<file path="src/rtl/queue_pkg.sv">
// Shared types for the register-file queue egress stage.
package queue_pkg;

    localparam int OCC_W = 2;

    typedef enum logic [OCC_W-1:0] {
        EMPTY = 2'd0,
        ONE   = 2'd1,
        TWO   = 2'd2
    } egress_state_t;

endpackage

</file>
<file path="src/rtl/queue_rf_egress_if.sv">
// Queue-pop side and consumer stream side of the egress stage.
interface queue_rf_egress_if #(parameter int W = 32);

    logic         i_q_empty_w;
    logic [W-1:0] i_q_dat;
    logic         o_q_pop;
    logic         o_valid;
    logic [W-1:0] o_dat;
    logic         i_ready;

    modport master (
        input  i_q_empty_w, i_q_dat, i_ready,
        output o_q_pop, o_valid, o_dat
    );

    modport slave (
        output i_q_empty_w, i_q_dat, i_ready,
        input  o_q_pop, o_valid, o_dat
    );

endinterface

</file>
<file path="src/rtl/queue_rf_egress.sv">
// Drains the register-file queue into a registered valid/ready stream via a
// 2-entry skid buffer; the pop strobe never sees the consumer's ready.
module queue_rf_egress
    import queue_pkg::*;
#(
    parameter int W = 32
) (
    input  logic                clk,
    input  logic                rst,
    queue_rf_egress_if.master   bus
);

    egress_state_t state_q, state_d;
    logic [W-1:0]  head_q, skid_q;
    logic          fill, drain, valid;

    // Pop only when there is room for the returning head; ready is not involved.
    assign fill  = !rst && !bus.i_q_empty_w && (state_q != TWO);
    assign valid = (state_q != EMPTY);
    assign drain = valid && bus.i_ready;

    assign bus.o_q_pop = fill;
    assign bus.o_valid = valid;
    assign bus.o_dat   = head_q;

    always_comb begin
        state_d = state_q;
        case (state_q)
            EMPTY: if (fill) state_d = ONE;
            ONE: begin
                if (fill && !drain)      state_d = TWO;
                else if (!fill && drain) state_d = EMPTY;
            end
            TWO:   if (drain) state_d = ONE;
            default: state_d = EMPTY;
        endcase
    end

    always_ff @(posedge clk) begin
        if (rst) state_q <= EMPTY;
        else     state_q <= state_d;
    end

    // Data flops carry no reset; occupancy alone qualifies them.
    always_ff @(posedge clk) begin
        if (fill && (state_q == EMPTY || (state_q == ONE && drain)))
            head_q <= bus.i_q_dat;
        else if (state_q == TWO && drain)
            head_q <= skid_q;
        if (fill && state_q == ONE && !drain)
            skid_q <= bus.i_q_dat;
    end

`ifndef SYNTHESIS
    a_pop_nonempty: assert property (@(posedge clk) bus.o_q_pop |-> !bus.i_q_empty_w);
    a_hold: assert property (@(posedge clk)
        (!rst && valid && !bus.i_ready) |=> (valid && $stable(head_q)));
    a_state_legal: assert property (@(posedge clk) disable iff (rst)
        logic'(state_q[1] & state_q[0]) == 1'b0);
`endif

endmodule

</file>
<file path="src/flat_wrapper.sv">
// flat-port wrapper written by rule: the top's interface ports become plain ports
module queue_rf_egress_flat import queue_pkg::*;
#(
    parameter int W = 32
)
  (clk, rst, bus_i_q_empty_w, bus_i_q_dat, bus_i_ready, bus_o_q_pop, bus_o_valid, bus_o_dat);
  queue_rf_egress_if #(.W(W)) bus_i ();
  input  logic clk;
  input  logic rst;
  input wire logic [$bits(bus_i.i_q_empty_w)-1:0] bus_i_q_empty_w;
  input wire logic [$bits(bus_i.i_q_dat)-1:0] bus_i_q_dat;
  input wire logic [$bits(bus_i.i_ready)-1:0] bus_i_ready;
  output wire logic [$bits(bus_i.o_q_pop)-1:0] bus_o_q_pop;
  output wire logic [$bits(bus_i.o_valid)-1:0] bus_o_valid;
  output wire logic [$bits(bus_i.o_dat)-1:0] bus_o_dat;
  assign bus_i.i_q_empty_w = bus_i_q_empty_w;
  assign bus_i.i_q_dat = bus_i_q_dat;
  assign bus_i.i_ready = bus_i_ready;
  assign bus_o_q_pop = bus_i.o_q_pop;
  assign bus_o_valid = bus_i.o_valid;
  assign bus_o_dat = bus_i.o_dat;
  queue_rf_egress #(.W(W)) u_core (.clk(clk), .rst(rst), .bus(bus_i));
endmodule
</file>
<file path="config.mk">
export PLATFORM = sky130hd
export DESIGN_NAME = queue_rf_egress_flat
export DESIGN_NICKNAME = d
export VERILOG_FILES = /design/src/rtl/queue_pkg.sv /design/src/rtl/queue_rf_egress_if.sv /design/src/rtl/queue_rf_egress.sv /design/src/flat_wrapper.sv
export SDC_FILE = /design/constraint.sdc
export NUM_CORES = 1
export LEC_CHECK = 0
export ABC_CLOCK_PERIOD_IN_PS = 7800
export BUFFER_PORTS_ARGS = -buffer_cell sky130_fd_sc_hd__buf_2
export CELL_PAD_IN_SITES_DETAIL_PLACEMENT = 0
export CELL_PAD_IN_SITES_GLOBAL_PLACEMENT = 1
export CORE_MARGIN = 1
export CORE_UTILIZATION = 47
export DETAILED_ROUTE_END_ITERATION = 12
export PLACE_DENSITY = 0.88
export SLEW_MARGIN = 20
export SYNTH_ARGS = -nofsm -noshare
export SYNTH_HDL_FRONTEND = slang
export SYNTH_SLANG_ARGS = --single-unit
</file>
<file path="constraint.sdc">
create_clock -name clk -period 7.8 [get_ports clk]
set_clock_uncertainty 0.2 [all_clocks]
set_input_delay 1.17 -clock clk [delete_from_list [all_inputs] [get_ports clk]]
set_output_delay 1.17 -clock clk [all_outputs]
set_load 0.1 [all_outputs]
</file>
==> flow_summary.html <==
<table>
<tr><th>Metric</th><th>Value</th></tr>
<tr><th colspan="2">Status</th></tr>
<tr><td>Result of the run</td><td>finished clean</td></tr>
<tr><th colspan="2">Power and ir drop</th></tr>
<tr><td>Static leakage</td><td>roughly 1.3 nW</td></tr>
<tr><td>Power density over cell area</td><td>about 250 nW/um2</td></tr>
<tr><td>Worst ir drop on vdd</td><td>~0.00012 V</td></tr>
<tr><th colspan="2">Critical path</th></tr>
<tr><td>Setup CP Type</td><td>in2out</td></tr>
<tr><td>Endpoint kind of the worst setup timing path</td><td>output port</td></tr>
<tr><td>Kind of cell with the highest combined delay on the critical path</td><td>buffers and inverters</td></tr>
<tr><td>Sequence of cells on the critical path</td><td>buf_2 &gt; nor3_1 &gt; buf_2</td></tr>
<tr><td>Cell repeated most along the worst path</td><td>buf_2</td></tr>
<tr><td>Data required, critical path</td><td>roughly 6.4 ns</td></tr>
<tr><td>Data arrival at the endpoint of the critical path</td><td>roughly 1.9 ns</td></tr>
<tr><td>Critical path buffers and inverters</td><td>2</td></tr>
<tr><td>Standard cell with the maximum stage delay on the critical path</td><td>buf_2</td></tr>
<tr><td>Depth of the worst register-to-register path</td><td>4</td></tr>
<tr><td>Highest cell delay on the worst timing path</td><td>between 0.4 and 0.5 ns</td></tr>
<tr><td>Crit start category</td><td>input pin</td></tr>
<tr><td>Crit Path Max Fanout</td><td>4</td></tr>
<tr><td>Total stage count of the critical path</td><td>3</td></tr>
<tr><th colspan="2">Finish</th></tr>
<tr><td>Layout net count</td><td>232</td></tr>
<tr><td>Area growth from synthesis to layout</td><td>23.05%</td></tr>
<tr><td>Leading cell types in the layout, fill and taps excluded</td><td>69 x buf_2, 64 x edfxtp_1, 29 x mux2_4, 9 x clkbuf_8, 4 x clkinv_1</td></tr>
<tr><td>Share of post-route cells with drive strength above 1</td><td>0.5771</td></tr>
<tr><td>Total area of sequential cells</td><td>1962 um2</td></tr>
<tr><td>Filler cell count</td><td>388</td></tr>
<tr><td>Number of antenna cells inserted</td><td>0</td></tr>
<tr><td>Final core utilization</td><td>0.6096</td></tr>
<tr><td>Multi-input gate area</td><td>574.3 um2</td></tr>
<tr><td>Most common cell after layout, fill and taps aside</td><td>buf_2</td></tr>
<tr><td>Final instance area</td><td>3153 um2</td></tr>
<tr><th colspan="2">Clock tree</th></tr>
<tr><td>Master cell of the clock root buffer</td><td>clkbuf_8</td></tr>
<tr><td>Setup Fix Bufs, Post-CTS</td><td>0</td></tr>
<tr><td>Clock buffers created by TritonCTS</td><td>9</td></tr>
<tr><td>CTS-repair resized insts</td><td>0</td></tr>
<tr><td>Count of H-tree levels built during CTS</td><td>3</td></tr>
<tr><td>Clock-pin slew reported for the worst setup and hold paths after clock tree synthesis</td><td>~0.06 ns</td></tr>
<tr><td>CTS tree</td><td>built</td></tr>
<tr><td>Worst-case clock buffer depth</td><td>2</td></tr>
<tr><td>Number of hold buffers added after cts</td><td>0</td></tr>
<tr><td>Clock insertion delay at the later pin of the skew report</td><td>0.33 ns</td></tr>
<tr><td>Number of sinks driven by the clock tree</td><td>66</td></tr>
<tr><th colspan="2">Global route</th></tr>
<tr><td>Routing usage on met2</td><td>0.2507</td></tr>
<tr><td>Most used routing layer</td><td>met2</td></tr>
<tr><td>GR Util met1</td><td>0.1768</td></tr>
<tr><td>Overflow left after global routing</td><td>0</td></tr>
<tr><td>Met3 routing resource usage after global routing</td><td>0.06085</td></tr>
<tr><td>Number of global-route vias before repair</td><td>1263</td></tr>
<tr><td>Maximum number of pins on one net before global-route repair</td><td>34</td></tr>
<tr><td>Wire length of the first global-routing pass</td><td>approximately 6000 um</td></tr>
<tr><td>Aggregate global-route resource usage</td><td>0.1535</td></tr>
<tr><td>Antenna violations before repair</td><td>0</td></tr>
<tr><th colspan="2">Yosys</th></tr>
<tr><td>Number of register bits inferred by synthesis</td><td>66</td></tr>
<tr><td>Yosys Warn Count</td><td>0</td></tr>
<tr><td>Dominant cell type by area after synthesis</td><td>edfxtp_1</td></tr>
<tr><td>Fraction of the yosys area taken by sequential cells</td><td>0.7656</td></tr>
<tr><td>Number of unique standard cell types used by synthesis</td><td>17</td></tr>
<tr><td>Share of the synthesized area in the top cell type</td><td>0.7500</td></tr>
<tr><td>Number of instances in the synthesized netlist</td><td>118</td></tr>
<tr><td>Total standard cell area after synthesis</td><td>2562 um2</td></tr>
<tr><td>Post-synthesis area per instance</td><td>21.72 um2</td></tr>
<tr><td>Cells taking the most area after synthesis</td><td>edfxtp_1 75%, mux2_4 17%, dfxtp_1 1.6%, buf_6 1.3%, mux2_2 1.3%</td></tr>
<tr><td>Number of nets in the synthesized netlist</td><td>154</td></tr>
<tr><th colspan="2">Placed design</th></tr>
<tr><td>Last weighted congestion value of the routability-driven placer</td><td>between 0.6 and 0.7</td></tr>
<tr><td>IO Port Bufs</td><td>69</td></tr>
<tr><td>Hpwl dp</td><td>2923 um</td></tr>
<tr><td>Post-place instance area</td><td>2977 um2</td></tr>
<tr><th colspan="2">Route</th></tr>
<tr><td>Routed Wire Length</td><td>4176 um</td></tr>
<tr><td>Number of design rule violations left after detail routing</td><td>0</td></tr>
<tr><td>Post-DRT Antenna Nets</td><td>0</td></tr>
<tr><td>Total via count after detailed routing</td><td>1300</td></tr>
<tr><td>Average vias per placed instance</td><td>4.797</td></tr>
<tr><td>Pre-Repair DR Iteration Count</td><td>4</td></tr>
<tr><td>DRC violation total after the first TritonRoute iteration</td><td>75</td></tr>
<tr><td>Routed length per instance</td><td>15.41 um</td></tr>
<tr><th colspan="2">Floorplan</th></tr>
<tr><td>Initial cell density of the core</td><td>0.4954</td></tr>
<tr><td>Ports placed on the boundary</td><td>70</td></tr>
<tr><td>Core Box Area</td><td>5172 um2</td></tr>
<tr><td>Std-Cell Rows</td><td>26</td></tr>
<tr><td>Die width</td><td>75.84 um</td></tr>
<tr><td>DIE HEIGHT</td><td>75.84 um</td></tr>
<tr><td>Die area</td><td>roughly 5800 um2</td></tr>
<tr><th colspan="2">Timing</th></tr>
<tr><td>Final Hold Fails</td><td>0</td></tr>
<tr><td>Setup violations, final</td><td>0</td></tr>
<tr><td>Period utilisation layout</td><td>0.4208</td></tr>
<tr><td>Number of pins with negative max-slew slack in the final report</td><td>0</td></tr>
<tr><td>Setup total negative slack</td><td>0 ns</td></tr>
<tr><td>Worst slew slack as a fraction of its limit</td><td>0.3027</td></tr>
<tr><td>Max Freq</td><td>304.7 MHz</td></tr>
<tr><td>RSZ-0062 raised after global routing</td><td>false</td></tr>
<tr><td>Pin slew with the least headroom to its limit</td><td>around 1.0 ns</td></tr>
<tr><td>Final critical-path required period</td><td>3.282 ns</td></tr>
<tr><th colspan="2">Min path</th></tr>
<tr><td>Path class of the lowest-slack min-delay path</td><td>reg2reg</td></tr>
<tr><td>Count of cells along the worst hold path</td><td>1</td></tr>
<tr><th colspan="2">Job</th></tr>
<tr><td>Total of max-cap violations</td><td>0</td></tr>
</table>
sequential cells by signal (all words and copies together), names as in the netlist:
| signal | cells |
|---|---|
| u_core.skid_q | 32 |
| u_core.bus.o_dat | 32 |
| u_core.state_q | 2 |
metal layers:
metal,vias to the layer above,wire length (um)
met5,-,0
met4,0,86
met3,11,234
met2,41,2141
met1,628,1713
li1,620,-
logic make-up after synthesis:
logic type	share of synthesized area
and+or+nand+nor	0.03126
buffers and inverters	0.01318
muxes	0.1831
AOI/OAI and AO/OA	0.006833
DFF	0.7656
area by class of cell:
type / count / share of cell area
Sequential cell: 66 / 0.6222
Tap cell: 70 / 0.02778
Multi-Input combinational cell: 49 / 0.1821
Clock buffer: 11 / 0.04167
Timing Repair Buffer: 70 / 0.1119
Clock inverter: 5 / 0.01429
synth_stat cells, drive strengths merged:
cell type,n
nor2,2
or3,1
a31oi,2
or2,1
nor3b,1
edfxtp,64
mux2,32
a21oi,1
dfxtp,2
nand2,3
nor2b,2
buf,3
nor3,3
nand2b,1
where the power goes:
part	internal [mW]	switching [mW]
clock network	0.144	0.115
registers	0.403	0.00346
logic	0.0296	0.0873
total	0.576	0.206
through the flow:
stage | hold slack (ns) | power, mW | worst slack [ns] | cells
final | 0.3430 | 0.7814 | 4.518 | 271
after floorplan | 0.3231 | 0.5069 | 3.162 | 118
after detailed placement | 0.3318 | 0.5316 | 4.465 | 255
after global routing | 0.3640 | 0.8053 | 4.480 | 271
after global placement | 0.3298 | 0.5282 | 4.514 | 255
after CTS | 0.3470 | 0.7852 | 4.519 | 271
final timing paths:
path / from / end / slack, ns
setup / recovery: rst / bus_o_q_pop / 4.52
hold / removal: u_core.skid_q[25]$_DFFE_PP_ / u_core.bus.o_dat[25]$_DFFE_PP_ / 0.34
setup reg to reg: u_core.state_q[1]$_SDFFE_PP0P_ / u_core.bus.o_dat[3]$_DFFE_PP_ / 5.41
hold reg to reg: u_core.skid_q[25]$_DFFE_PP_ / u_core.bus.o_dat[25]$_DFFE_PP_ / 0.34
No activity file was read; power rests on OpenSTA's default activity.
